--- config.mk ---
export PLATFORM = sky130hd
export DESIGN_NAME = commit_trace_buffer
export DESIGN_NICKNAME = d
export VERILOG_FILES = /design/src/rtl/commit_trace_buffer.sv
export SDC_FILE = /design/constraint.sdc
export NUM_CORES = 2
export LEC_CHECK = 0
export BUFFER_PORTS_ARGS = -buffer_cell sky130_fd_sc_hd__buf_2
export CORE_MARGIN = 10
export CORE_UTILIZATION = 30
export DETAILED_ROUTE_END_ITERATION = 7
export GPL_ROUTABILITY_DRIVEN = 0
export PLACE_DENSITY = 0.52
export SLEW_MARGIN = 15
export SYNTH_ARGS = -nofsm -noshare
export SYNTH_HDL_FRONTEND = slang
export SYNTH_SLANG_ARGS = --single-unit
export TNS_END_PERCENT = 10
--- constraint.sdc ---
create_clock -name clk -period 10 [get_ports clk]
set_input_delay 0.5 -clock clk [delete_from_list [all_inputs] [get_ports clk]]
set_output_delay 0.5 -clock clk [all_outputs]
set_load 0.01 [all_outputs]
--- src/rtl/commit_trace_buffer.sv ---
// Retire-stage trace buffer: captures one record per committed instruction into a
// circular buffer, with a PC trigger that freezes capture POST_TRIG commits later.
// Optional macro TRACE_SKIP_NOP_EN drops canonical NOPs from capture and countdown.
module commit_trace_buffer #(
  parameter int DEPTH     = 16,
  parameter int POST_TRIG = 4,
  parameter int XLEN      = 32
) (
  input  logic                       clk,
  input  logic                       reset,
  input  logic                       commit_valid,
  input  logic [XLEN-1:0]            commit_pc,
  input  logic [31:0]                commit_instr,
  input  logic                       commit_rd_we,
  input  logic [4:0]                 commit_rd,
  input  logic [XLEN-1:0]            commit_rd_data,
  input  logic                       trig_en,
  input  logic [XLEN-1:0]            trig_pc,
  input  logic                       clear,
  input  logic                       rd_req,
  output logic                       rd_valid,
  output logic [XLEN-1:0]            rd_pc,
  output logic [31:0]                rd_instr,
  output logic                       rd_we,
  output logic [4:0]                 rd_rd,
  output logic [XLEN-1:0]            rd_data,
  output logic [$clog2(DEPTH):0]     count,
  output logic                       full,
  output logic                       empty,
  output logic [15:0]                overflow_cnt,
  output logic                       triggered,
  output logic                       frozen
);

  localparam int AW = $clog2(DEPTH);
  localparam int CW = AW + 1;
  localparam logic [AW-1:0] POST_LOAD = AW'(POST_TRIG);

  typedef enum logic [1:0] {CAPTURE, POST, FREEZE} state_t;

  typedef struct packed {
    logic [XLEN-1:0] pc;
    logic [31:0]     instr;
    logic            we;
    logic [4:0]      rd;
    logic [XLEN-1:0] data;
  } entry_t;

  entry_t          mem [DEPTH];
  entry_t          rd_q;
  state_t          state_q, state_d;
  logic [AW-1:0]   wr_ptr, rd_ptr, post_cnt;
  logic [CW-1:0]   count_q, count_d;
  logic            is_nop, live, pop, push, drop, trig_hit, post_tick;

`ifdef TRACE_SKIP_NOP_EN
  assign is_nop = (commit_instr == 32'h0000_0013);
`else
  assign is_nop = 1'b0;
`endif

  // clear squashes any same-cycle push or pop, so it is folded in here once.
  assign live      = (state_q != FREEZE);
  assign pop       = !clear && rd_req && !empty;
  assign push      = !clear && live && commit_valid && !is_nop && (!full || pop);
  assign drop      = !clear && live && commit_valid && !is_nop && full && !pop;
  assign trig_hit  = !clear && (state_q == CAPTURE) && commit_valid && trig_en
                     && (commit_pc == trig_pc);
  assign post_tick = !clear && (state_q == POST) && commit_valid && !is_nop;

  // State register
  always_ff @(posedge clk or negedge reset) begin
    if (!reset) state_q <= CAPTURE;
    else        state_q <= state_d;
  end

  // Next-state logic
  always_comb begin
    // NOTE: default first so every path assigns state_d and no latch is inferred.
    state_d = state_q;
    unique case (state_q)
      CAPTURE: if (trig_hit) state_d = (POST_TRIG == 0) ? FREEZE : POST;
      POST:    if (post_tick && post_cnt == AW'(1)) state_d = FREEZE;
      FREEZE:  state_d = FREEZE;
      default: state_d = CAPTURE;
    endcase
    if (clear) state_d = CAPTURE;
  end

  // Output logic
  always_comb begin
    frozen = (state_q == FREEZE);
  end

  always_comb begin
    count_d = count_q;
    unique case ({push, pop})
      2'b10:   count_d = count_q + CW'(1);
      2'b01:   count_d = count_q - CW'(1);
      default: count_d = count_q;
    endcase
    if (clear) count_d = '0;
  end

  always_ff @(posedge clk or negedge reset) begin
    // NOTE: non-blocking assignments keep every register updating from pre-edge values.
    if (!reset) begin
      wr_ptr       <= '0;
      rd_ptr       <= '0;
      post_cnt     <= '0;
      count_q      <= '0;
      full         <= 1'b0;
      empty        <= 1'b1;
      overflow_cnt <= '0;
      triggered    <= 1'b0;
      rd_valid     <= 1'b0;
      rd_q         <= '0;
    end else begin
      count_q  <= count_d;
      full     <= (count_d == CW'(DEPTH));
      empty    <= (count_d == '0);
      rd_valid <= pop;
      if (clear) begin
        wr_ptr       <= '0;
        rd_ptr       <= '0;
        post_cnt     <= '0;
        overflow_cnt <= '0;
        triggered    <= 1'b0;
      end else begin
        if (push) wr_ptr <= wr_ptr + AW'(1);
        if (pop) begin
          rd_ptr <= rd_ptr + AW'(1);
          rd_q   <= mem[rd_ptr];
        end
        if (drop && overflow_cnt != 16'hFFFF) overflow_cnt <= overflow_cnt + 16'd1;
        if (trig_hit) begin
          triggered <= 1'b1;
          post_cnt  <= POST_LOAD;
        end else if (post_tick) begin
          post_cnt <= post_cnt - AW'(1);
        end
      end
    end
  end

  // NOTE: storage has no reset; pointers and count alone define which entries are valid.
  always_ff @(posedge clk) begin
    if (push) begin
      mem[wr_ptr].pc    <= commit_pc;
      mem[wr_ptr].instr <= commit_instr;
      mem[wr_ptr].we    <= commit_rd_we && (commit_rd != 5'd0);
      mem[wr_ptr].rd    <= commit_rd;
      mem[wr_ptr].data  <= commit_rd_data;
    end
  end

  assign count    = count_q;
  assign rd_pc    = rd_q.pc;
  assign rd_instr = rd_q.instr;
  assign rd_we    = rd_q.we;
  assign rd_rd    = rd_q.rd;
  assign rd_data  = rd_q.data;

endmodule

======== Yosys cells after proc, flatten, opt, wreduce, memory -nomap -nowiden ========
Memory sizes are Yosys's and may differ from the RTL's. A register that Yosys moved wholly into a read port is not among the register bits.
Cells that the tools add are included.
storage, ports and cells
  bits in registers ....................... 39
  bits in writable memories ............... 1632
  bits of input ports ..................... 140
  output and inout bits ................... 128
  logic and storage cells ................. 80
  memories kept ........................... 1
cells by class
  add/sub/neg operators ................... 6
  equal/unequal tests ..................... 11
  muxes and demuxes ....................... 19
  bitwise gates (word level) .............. 1
  reductions and logical operators ........ 32
memories
  name  words  bits a word  read ports  clocked after Yosys merged registers in  wr ports  line  source
  mem   16     102          1           1                                        1         49    entry_t mem [DEPTH];
operators with widths
  kind                                                                number
  32-bit == test                                                      1
  16-bit 2-to-1 mux                                                   2
  4-bit 2-to-1 mux                                                    7
  16-bit by 1-bit adder with 16-bit output, second input constant     1
  1-bit logical AND                                                   16
  16-bit != test, second input constant                               1
  5-bit case mux with 2 select lines                                  1
  4-bit by 1-bit adder with 4-bit output, second input constant       2
  2-bit nonzero test                                                  4
  2-bit 2-to-1 mux                                                    3
  2-bit case mux with 3 select lines                                  1
  5-bit by 1-bit adder with 5-bit output, second input constant       1
  5-bit == test, second input constant                                1
  1-bit logical NOT                                                   5
  5-bit logical NOT                                                   1
  5-bit 2-to-1 mux                                                    1
  5-bit nonzero test                                                  1
  5-bit by 1-bit subtractor with 5-bit output, second input constant  1
  2-bit by 1-bit == test with 1-bit output, second input constant     2
  2-bit == test, second input constant                                2
  4-bit by 1-bit == test with 1-bit output, second input constant     1
  1-bit 2-to-1 mux                                                    4
  2-bit AND reduction                                                 2
  4-bit by 1-bit subtractor with 4-bit output, second input constant  1
  other kinds (7)                                                     7

======== Logic depth before layout (Yosys ltp) ========
  depth after elaboration ................. 9
  mapped depth ............................ 14
  depth with buffers taken out ............ 14

======== Worst setup path before layout ========
OpenSTA, ideal clock, no wires.
  path type ............................... register to register
  from .................................... register state_q[0]
  to ...................................... memory mem[3][0] (netlist name), enable pin
  setup time .............................. 0.688 ns
  data arrival time ....................... 8.482 ns
  path slack .............................. 0.830 ns
  cell stages (with the launch flop) ...... 7
  path buffers ............................ 0
  cell sequence ........................... dfrtp_1 -> inv_1 -> ha_1 -> nor3b_1 -> a21boi_1 -> nand2_1 -> nor3_1
between the ends
  cells in the longest elaborated chain, start to end .. 6
ends and longest elaborated chain
  what                                    line  source
  start, declared                         51    state_t state_q, state_d;
  start signal, assigned                  74    else state_q <= state_d;
  2-bit != test                           63    assign live = (state_q != FREEZE);
  1-bit logical AND (3 in series)         65    assign push = !clear && live && commit_valid && !is_nop && (!full || pop);
  1-bit 2-to-1 mux                        148   if (push) begin
  1-bit 2-to-1 mux (implied by the code)  153   mem[wr_ptr].data <= commit_rd_data;
  end, declared                           49
No other way between the ends.

======== Final worst setup path ========
  from .................................... register empty
  to ...................................... register full
between the ends
  cells in the longest elaborated chain, start to end .. 8
ends and longest elaborated chain
  what                                                                       line  source
  start, declared                                                            29    output logic empty,
  start signal, assigned                                                     121   empty <= (count_d == '0);
  1-bit logical NOT (*)                                                      64    assign pop = !clear && rd_req && !empty;
  1-bit logical AND (*)                                                      64
  1-bit logical OR                                                           65
  1-bit logical AND                                                          65
  2-bit by 1-bit == test with 1-bit output or 2-bit == test (tied branches)  97    unique case ({push, pop})
  5-bit case mux with 2 select lines (*)                                     97
  5-bit 2-to-1 mux (*)                                                       102   if (clear) count_d = '0;
  via count_d[3]                                                             53    logic [CW-1:0] count_q, count_d;
  5-bit == test (*)                                                          120   full <= (count_d == CW'(DEPTH));
  end signal, assigned                                                       120
  end, declared                                                              28    output logic full,
Mark *: on every way through the listed nets, which the timed path passes. The rest lies on a longest branch.
A chain may end at the register's enable or synchronous reset.

==> flow_metrics.env <==
export IMPL_synth_cell_types=52
export IMPL_drt_first_pass_iters=5
export IMPL_wire_per_inst_um=26.43
export IMPL_synth_fp_nets=3201
export IMPL_max_stage_delay_ns=0.59
export IMPL_ir_drop_mv=0.1676
export IMPL_min_period_over_period=0.4113
export IMPL_hold_viol=0
export IMPL_pwr_share_comb=0.114
export IMPL_start_util=0.3013
export IMPL_synth_common_cells="edfxtp_1 (1632), mux4_2 (474), nand2_1 (307)"
export IMPL_drive_gt1_frac=0.3100
export IMPL_core_area_um2=224500
export IMPL_max_freq_ghz=0.2431
export IMPL_post_dp_hpwl_mm=93.29
export IMPL_numCtsBuffers=185
export IMPL_cts_tree="built"
export IMPL_cap_violations=0
export IMPL_p_int_mw=13.23
export IMPL_synth_cells=3047
export IMPL_yosysWarningCount=0
export IMPL_fin_skew_ns=0.04581
export IMPL_setup_tns_ns=0
export IMPL_via_per_inst=4.814
export IMPL_max_slew_margin_rel=0.2532
export IMPL_startpoint_type="register"
export IMPL_die_h_um=494.8
export IMPL_die_area_um2=244900
export IMPL_htree_levels=4
export IMPL_num_vias=31810
export IMPL_crit_chain="nor2b_1 -> nand2b_4 -> inv_6 -> ha_1 -> or3b_1 -> a2bb2oi_1 -> a21oi_1 -> mux2_4 -> or4_1 -> nor3_2"
export IMPL_num_nets_final=3602
export IMPL_crit_arrival_ns=4.86
export IMPL_root_buffer="clkbuf_16"
export IMPL_rsz0062_at_grt="no"
export IMPL_grt_pass1_vias=33430
export IMPL_totalWireLength_mm=174.7
export IMPL_cellLeakagePower_nw=25.21
export IMPL_grt_pass1_wl_mm=250.8
export IMPL_clock_sinks=1773
export IMPL_die_w_um=494.8
export IMPL_clk_path_buf_depth=3
export IMPL_min_delay_path_class="in -> reg"
export IMPL_clkTransAtPathRegs_ns=0.06
export IMPL_p_clk_frac=0.394
export IMPL_synth_main_ff_cell="edfxtp_1"
export IMPL_switchingPower_mw=4.243
export IMPL_seq_area_frac_synth=0.7767
export IMPL_drcViolationCount=0
export IMPL_cp_slowest_cell="inv_6"
export IMPL_worst_setup_path_type="reg -> reg"
export IMPL_ys_ff_latch=1773
export IMPL_final_setup_viol_count=0
export IMPL_grtUsageTotal=0.1403
export IMPL_powerDensity_nw_per_um2=220.6
export IMPL_switching_share=0.2429
export IMPL_r2r_slack_ns=5.89
export IMPL_grt_ovfl_total=0
export IMPL_synth_area_leaders="edfxtp_1 (72%), mux4_2 (16%), dfrtp_1 (5.2%)"
export IMPL_postCtsSetupRepairBufs=0
export IMPL_grt_max_degree=115
export IMPL_status="complete, no violations"
export IMPL_final_max_slew_viol_count=0
export IMPL_synth_area_um2=67640
export IMPL_drtIter0Drc=2908
export IMPL_rows=174
export IMPL_critPathTopFamily="simple AND/OR/NAND/NOR gates"
export IMPL_place_port_buffers=267
export IMPL_post_route_min_period_ns=4.113
export IMPL_antenna_found_initial=36
export IMPL_critPathRequiredTime_ns=10.74
export IMPL_final_antenna_net_count=0
export IMPL_yosys_area_top_type="edfxtp_1"
export IMPL_power_mw=17.47
export IMPL_synth_area_per_cell_um2=22.20
export IMPL_critPathCaptureType="register"
export IMPL_yosysMostFrequentCell="edfxtp_1"
export IMPL_synth_top_area_frac=0.7245
export IMPL_synth_edff_count=1632
export IMPL_tightest_slew_ns=1.120
export IMPL_syn_to_final_growth_pct=17.10
export IMPL_p_seq_frac=0.492
export IMPL_worst_skew_pair_late_latency_ns=0.82
export IMPL_critPathMaxFanout=43
export IMPL_async_flop_share=0.07953
export IMPL_worst_path_buf_inv=1
export IMPL_ios=268
## per-layer routing
metal | share of wire | global-route usage | up-vias
li1 | - | - | 13410
met5 | 0.00080 | 0 | -
met3 | 0.058 | 0.02964 | 262
met4 | 0.020 | 0.03235 | 22
met2 | 0.47 | 0.2206 | 878
met1 | 0.45 | 0.1999 | 17240
## state kept, by name, indices dropped and copies added (netlist names)
signal        flops
rd_data          32
post_cnt          4
rd_valid          1
count             5
rd_instr         32
empty             1
mem            1632
state_q           2
overflow_cnt     16
triggered         1
rd_we             1
wr_ptr            4
rd_ptr            4
rd_pc            32
full              1
rd_rd             5
## power groups by stage
stage          clock [mW]  sequential, mW  combinational (mW)
3_5_place_dp            0            8.76                2.06
3_3_place_gp            0            8.76                2.05
4_1_cts              7.06            8.61                2.08
6_report             6.88            8.59                2.00
2_1_floorplan           0            8.76                1.21
5_1_grt              7.36            8.63                2.20
## metrics by stage
step / instance area (um^2) / std cells / setup slack, ns / hold slack, ns / util
after detailed placement: 72690 / 6216 / 5.585 / 0.4577 / 0.3238
after global routing: 79190 / 6604 / 5.631 / 0.02435 / 0.3528
final: 79200 / 6608 / 5.887 / 0.06155 / 0.3529
after global placement: 72690 / 6216 / 5.569 / 0.4558 / 0.3238
after CTS: 79190 / 6602 / 5.827 / 0.0004389 / 0.3528
after floorplan: 67640 / 3047 / 0.8296 / 0.2044 / -
## layout by cell type, fill, tap and decap left out, drive strengths merged, types with 14 or more instances in the layout
master	instances
edfxtp	1632
buf	329
o21ai	18
nand2	307
dlygate4sd3	37
mux4	474
clkinv	61
ha	14
clkbuf	264
nor2	41
dfrtp	140
xor2	42
inv	21
mux2i	48
o22ai	18
nor2b	23
## logic make-up after synthesis
family	count (synthesis)	synth area share
buf+inv	166	0.01201
simple gates	427	0.02688
flops	1773	0.7767
compound gates	80	0.007992
xor+xnor	54	0.006992
fa+ha+maj	14	0.002590
mux	533	0.1668
## what timing repair did
action	CTS	global route
gates resized for setup	0	0
hold buffers	37	0
hold endpoints to repair	463	0
## worst paths after layout
check                                       from                      endpoint  depth (start not counted)
max in group asynchronous                  reset       rd_data[14]$_DFFE_PN0P_                          4
max reg2reg                      empty$_DFF_PN1_                full$_DFF_PN0_                         10
min                           commit_rd_data[29]          mem[4][29]$_DFFE_PP_                          1
max                              empty$_DFF_PN1_                full$_DFF_PN0_                         10
min in group asynchronous                  reset  overflow_cnt[13]$_DFFE_PN0P_                          2
min reg2reg                rd_pc[28]$_DFFE_PN0P_         rd_pc[28]$_DFFE_PN0P_                          2
## final cells by class
| cell class | count | area (um^2) |
|---|---|---|
| timing repair buffer | 367 | 2301 |
| tap | 2992 | 3744 |
| multi-input combinational | 1108 | 14410 |
| inverter | 13 | 53.80 |
| clock inverter | 86 | 957.2 |
| clock buffer | 263 | 5172 |
| sequential | 1773 | 52550 |
| antenna | 6 | 15.01 |
| fill | 20770 | 145300 |
Power figures use the tool's default switching activity.
